File: src/rtl/cache_defs.sv
// Shared data-cache definitions: line/beat geometry and the line-transfer FSM states.
package cache_defs;

    localparam int DCACHE_NO_OF_SETS = 64;
    localparam int LINE_WIDTH        = 128;
    localparam int BEAT_WIDTH        = 32;
    localparam int NUM_BEATS         = LINE_WIDTH / BEAT_WIDTH;

    typedef enum logic [2:0] {
        IDLE,
        FILL,
        FILL_WR,
        EV_RD,
        EV_CAP,
        EV_BEAT
    } xfer_state_e;

endpackage

File: src/rtl/dcache_line_xfer.sv
// Moves one cache line between the data RAM and the beat-wide memory bus:
// fill gathers beats into a line and writes it; evict reads a line and streams it out.
module dcache_line_xfer #(
    parameter int LINE_WIDTH = cache_defs::LINE_WIDTH,
    parameter int BEAT_WIDTH = cache_defs::BEAT_WIDTH,
    parameter int ADDR_WIDTH = $clog2(cache_defs::DCACHE_NO_OF_SETS)
) (
    input  logic                    clk,
    input  logic                    rst,
    input  logic                    cmd_valid,
    input  logic                    cmd_evict,
    input  logic [ADDR_WIDTH-1:0]   cmd_idx,
    output logic                    cmd_ready,
    output logic                    done,
    input  logic                    mem_rvalid,
    input  logic [BEAT_WIDTH-1:0]   mem_rdata,
    output logic                    mem_rready,
    output logic                    mem_wvalid,
    output logic [BEAT_WIDTH-1:0]   mem_wdata,
    input  logic                    mem_wready,
    output logic                    ram_req,
    output logic [LINE_WIDTH/8-1:0] ram_wr_en,
    output logic [ADDR_WIDTH-1:0]   ram_addr,
    output logic [LINE_WIDTH-1:0]   ram_wdata,
    input  logic [LINE_WIDTH-1:0]   ram_rdata
);
    import cache_defs::*;

    localparam int               BEATS     = LINE_WIDTH / BEAT_WIDTH;
    localparam int               CNT_W     = $clog2(BEATS);
    localparam logic [CNT_W-1:0] LAST_BEAT = CNT_W'(BEATS - 1);

    xfer_state_e           state, state_nxt;
    logic [CNT_W-1:0]      beat_cnt;
    logic [LINE_WIDTH-1:0] line_buf;
    logic [ADDR_WIDTH-1:0] idx_q;
    logic                  done_q;
    logic                  cmd_fire, rd_fire, wr_fire, last_beat;

    assign cmd_fire  = cmd_valid && (state == IDLE);
    assign rd_fire   = mem_rvalid && (state == FILL);
    assign wr_fire   = mem_wready && (state == EV_BEAT);
    assign last_beat = (beat_cnt == LAST_BEAT);

    always_ff @(posedge clk or posedge rst) begin
        if (rst) state <= IDLE;
        else     state <= state_nxt;
    end

    always_comb begin
        // NOTE: every output of this block gets a default first so no path can infer a latch.
        state_nxt  = state;
        cmd_ready  = 1'b0;
        mem_rready = 1'b0;
        mem_wvalid = 1'b0;
        ram_req    = 1'b0;
        ram_wr_en  = '0;
        case (state)
            IDLE: begin
                cmd_ready = 1'b1;
                if (cmd_valid) state_nxt = cmd_evict ? EV_RD : FILL;
            end
            FILL: begin
                mem_rready = 1'b1;
                if (mem_rvalid && last_beat) state_nxt = FILL_WR;
            end
            FILL_WR: begin
                ram_req   = 1'b1;
                ram_wr_en = '1;
                state_nxt = IDLE;
            end
            EV_RD: begin
                ram_req   = 1'b1;
                state_nxt = EV_CAP;
            end
            EV_CAP: state_nxt = EV_BEAT;
            EV_BEAT: begin
                mem_wvalid = 1'b1;
                if (mem_wready && last_beat) state_nxt = IDLE;
            end
            default: state_nxt = IDLE;
        endcase
    end

    // NOTE: the line buffer is reset too, so an aborted transfer leaves no stale partial line.
    always_ff @(posedge clk or posedge rst) begin
        if (rst) begin
            beat_cnt <= '0;
            line_buf <= '0;
            idx_q    <= '0;
            done_q   <= 1'b0;
        end else begin
            done_q <= (state == FILL_WR) || (wr_fire && last_beat);
            if (cmd_fire) idx_q <= cmd_idx;
            if (rd_fire) line_buf[int'(beat_cnt)*BEAT_WIDTH +: BEAT_WIDTH] <= mem_rdata;
            if (state == EV_CAP) line_buf <= ram_rdata;
            // Four handshakes wrap the counter back to 0, ready for the next state entry.
            if (rd_fire || wr_fire) beat_cnt <= beat_cnt + CNT_W'(1);
        end
    end

    assign done      = done_q;
    assign ram_addr  = idx_q;
    assign ram_wdata = line_buf;
    assign mem_wdata = line_buf[int'(beat_cnt)*BEAT_WIDTH +: BEAT_WIDTH];

endmodule

File: config.mk
export PLATFORM = sky130hd
export DESIGN_NAME = dcache_line_xfer
export DESIGN_NICKNAME = d
export VERILOG_FILES = /design/src/rtl/cache_defs.sv /design/src/rtl/dcache_line_xfer.sv
export SDC_FILE = /design/constraint.sdc
export NUM_CORES = 1
export LEC_CHECK = 0
export CORE_MARGIN = 4
export CORE_UTILIZATION = 43
export DETAILED_ROUTE_END_ITERATION = 6
export GPL_ROUTABILITY_DRIVEN = 0
export GPL_TIMING_DRIVEN = 0
export PLACE_DENSITY_LB_ADDON = 0.12
export SLEW_MARGIN = 20
export SYNTH_ARGS = -nofsm -noshare
export SYNTH_HDL_FRONTEND = slang
export SYNTH_SLANG_ARGS = --single-unit
export TNS_END_PERCENT = 20
File: constraint.sdc
create_clock -name clk -period 6.4 [get_ports clk]
set_input_delay 1.28 -clock clk [delete_from_list [all_inputs] [get_ports clk]]
set_output_delay 1.28 -clock clk [all_outputs]
set_load 0.02 [all_outputs]
==> results.json <==
{
  "ctsHoldBuffers": 0,
  "synth.cell_area_um2": 8210,
  "fin_crit_ps": 4350,
  "hold_depth": 1,
  "p_int_mw": 4.30,
  "initial_core_util": 0.438,
  "finClkSkew_ps": 8.69,
  "fin_total_pwr_mw": 7.47,
  "grt_pass1_wl_mm": 55.3,
  "dp_worst_setup_slack_ps": 2520,
  "criticalPathCategory": "register to output pin",
  "syn_avg_cell_area_um2": 11.0,
  "design_area_um2": 12800,
  "grt_use_total": 0.337,
  "power_frac_seq": 0.238,
  "final_core_util": 0.681,
  "dp.cells": 1343,
  "layout-drive-gt1-share": 0.108,
  "cts.htree.levels": 4,
  "reg2reg_depth": 10,
  "first_pass_iters": 5,
  "grt_setup_unrepaired": "false",
  "max-cap-violations": 0,
  "instances_no_fill": 1375,
  "netlist_instances": 750,
  "grt_overflow_total": 0,
  "grt_antenna_before_repair": 2,
  "cp.arrival_ps": 3070,
  "first_iter_violations": 763,
  "max_stage_delay_ps": 570,
  "rows": 50,
  "area_growth_pct": 55.6,
  "clock.fmax_mhz": 230,
  "status": "completed",
  "die_h_um": 146,
  "port_buffers": 357,
  "hold_violations": 0,
  "relSlewSlack": 0.322,
  "min_path_type": "register to register",
  "die_x_um": 146,
  "cp.required_ps": 5120,
  "power.leakage_nw": 5.20,
  "drc_errors": 0,
  "slew_violations": 0,
  "final_nets": 1306,
  "clk_pin_slew_ps": 60,
  "clock_path_buffers": 2,
  "power.switching_mw": 3.17,
  "setup_viol": 0,
  "end_kind": "output pin",
  "grt_start_max_net_pins": 79,
  "final_cell_mix": "357 x clkdlybuf4s50_1, 140 x dfrtp_1, 97 x and3_1",
  "vias": 8609,
  "clk-insertion-delay-late_ps": 420,
  "crit_buf_inv": 4,
  "cts_resized": 0,
  "clock_sinks": 140,
  "root_buffer": "clkbuf_16",
  "syn_nets": 928,
  "p_per_area_nw_per_um2": 585,
  "ant_nets": 0,
  "worst_pin_slew_ps": 1020,
  "worst-path-stages": 5,
  "place_area_um2": 12100,
  "detail_route.vias_per_cell": 6.26,
  "layout_commonest_cell": "clkdlybuf4s50_1",
  "cp_top_family": "buffers and inverters",
  "comb_power_share": 0.614,
  "detailed_place_hpwl_mm": 26.9,
  "crit_path_top_delay_cell": "clkdlybuf4s50_1",
  "cts_tree": "done",
  "core_area_um2": 18800,
  "avgRoutedWirePerCell_um": 26.7,
  "clkPwrFrac": 0.147,
  "cts_buffers": 17,
  "synthDistinctLibCells": 34,
  "ir_worst_vdd_uv": 315,
  "period_share": 0.679,
  "die_area_um2": 21400,
  "io_pins": 359,
  "yosysWarnings": 0,
  "crit_path_frequent_cell": "buf_2",
  "worst_setup_path_start_kind": "register",
  "drt_wl_total_mm": 36.8,
  "swShare": 0.424,
  "path_cells": "buf_2, buf_2, buf_2, mux4_2, clkdlybuf4s50_1",
  "cp_max_fo": 10,
  "post_cts_buffers": 0,
  "ys_seq_elements": 140,
  "ys_seq_area_frac": 0.427,
  "grt_pass1_vias": 8975,
  "fin_ws_ps": 2050
}
[sequential cells by signal (all words and copies together) (netlist names)]
| register | count |
|---|---|
| done | 1 |
| ram_addr | 6 |
| ram_wdata | 128 |
| beat_cnt | 2 |
| state | 3 |
[cells by family (layout without fill, tap and decap cells)]
logic type	Yosys count	in the layout	share of synthesized area
mux	40	40	0.0986
flops	140	140	0.427
other cells	0	2	0
compound gates	263	263	0.264
simple gates	156	156	0.115
xor+xnor	1	1	0.00107
buf+inv	144	533	0.0851
fa+ha+maj	6	6	0.00914
[final timing paths]
path                                 endpoint  slack [ps]         from
worst max-delay path            mem_wdata[30]        2050  beat_cnt[1]
worst min-delay path              ram_addr[5]         510  ram_addr[5]
worst max register to register  ram_wdata[29]        2690  beat_cnt[0]
worst min register to register    ram_addr[5]         510  ram_addr[5]
max in group asynchronous       ram_wdata[15]        4330          rst
min in group asynchronous         ram_addr[2]        1280          rst
[cells in the mapped netlist]
cell type | count | share of area
a211oi_1 | 1 | 0.00091
a21o_1 | 1 | 0.00091
a21oi_1 | 35 | 0.021
a31o_2 | 1 | 0.0011
a32oi_1 | 32 | 0.034
and2_1 | 1 | 0.00076
and3_1 | 97 | 0.074
and4b_1 | 1 | 0.0012
and4bb_2 | 2 | 0.0030
buf_1 | 1 | 0.00046
buf_2 | 22 | 0.013
buf_4 | 15 | 0.014
buf_6 | 10 | 0.014
clkbuf_1 | 60 | 0.027
dfrtp_1 | 140 | 0.43
ha_1 | 6 | 0.0091
inv_1 | 36 | 0.016
mux2_2 | 7 | 0.0096
mux2i_1 | 1 | 0.0012
mux4_2 | 32 | 0.088
nand2_1 | 3 | 0.0014
nand2b_1 | 2 | 0.0015
nand3_1 | 35 | 0.021
nand3b_1 | 2 | 0.0018
nand4b_1 | 4 | 0.0043
nor2_1 | 4 | 0.0018
nor3_1 | 2 | 0.0012
nor3b_1 | 1 | 0.00091
nor4bb_1 | 1 | 0.0012
o21a_1 | 96 | 0.088
o32a_1 | 96 | 0.12
o32ai_1 | 1 | 0.0011
or3b_1 | 1 | 0.0011
xnor2_1 | 1 | 0.0011
[power by group through the flow]
stage	Combinational (mW)	Sequential, mW	Clock [mW]
2_1_floorplan	2.02	2.18	0
3_3_place_gp	4.50	1.77	0
3_5_place_dp	4.58	1.78	0
4_1_cts	4.60	1.77	1.11
5_1_grt	4.84	1.83	1.14
6_report	4.59	1.78	1.10
[metrics by stage]
stage	TNS, ps	hold WS [ps]
2_1_floorplan	0	608
4_1_cts	0	508
3_5_place_dp	0	495
6_report	0	505
3_3_place_gp	-128300	490
5_1_grt	0	519
[worst register-to-register path, delay by kind of cell (launching register included)]
family / cells / cell delay, ps
buffers and inverters: 6 / 2170
AOI/OAI and AO/OA: 1 / 260
and+or+nand+nor: 2 / 400
adders and majority gates: 1 / 400
DFF: 1 / 400
[routing by layer]
metal | up-vias | global-route usage | share of wire
li1 | 3689 | - | -
met1 | 4298 | 0.439 | 0.39
met2 | 536 | 0.541 | 0.47
met3 | 86 | 0.0791 | 0.098
met4 | 0 | 0.143 | 0.035
met5 | - | 0 | 0
[final cells by class]
class / instances / area, um^2
fill: 1516 / 5990
buffer: 108 / 564
sequential: 140 / 3500
clock buffer: 19 / 453
antenna: 2 / 5.00
timing repair buffer: 359 / 3610
clock inverter: 11 / 193
inverter: 36 / 143
multi-input combinational: 466 / 4020
tap: 234 / 293
Power figures use the tool's default switching activity.
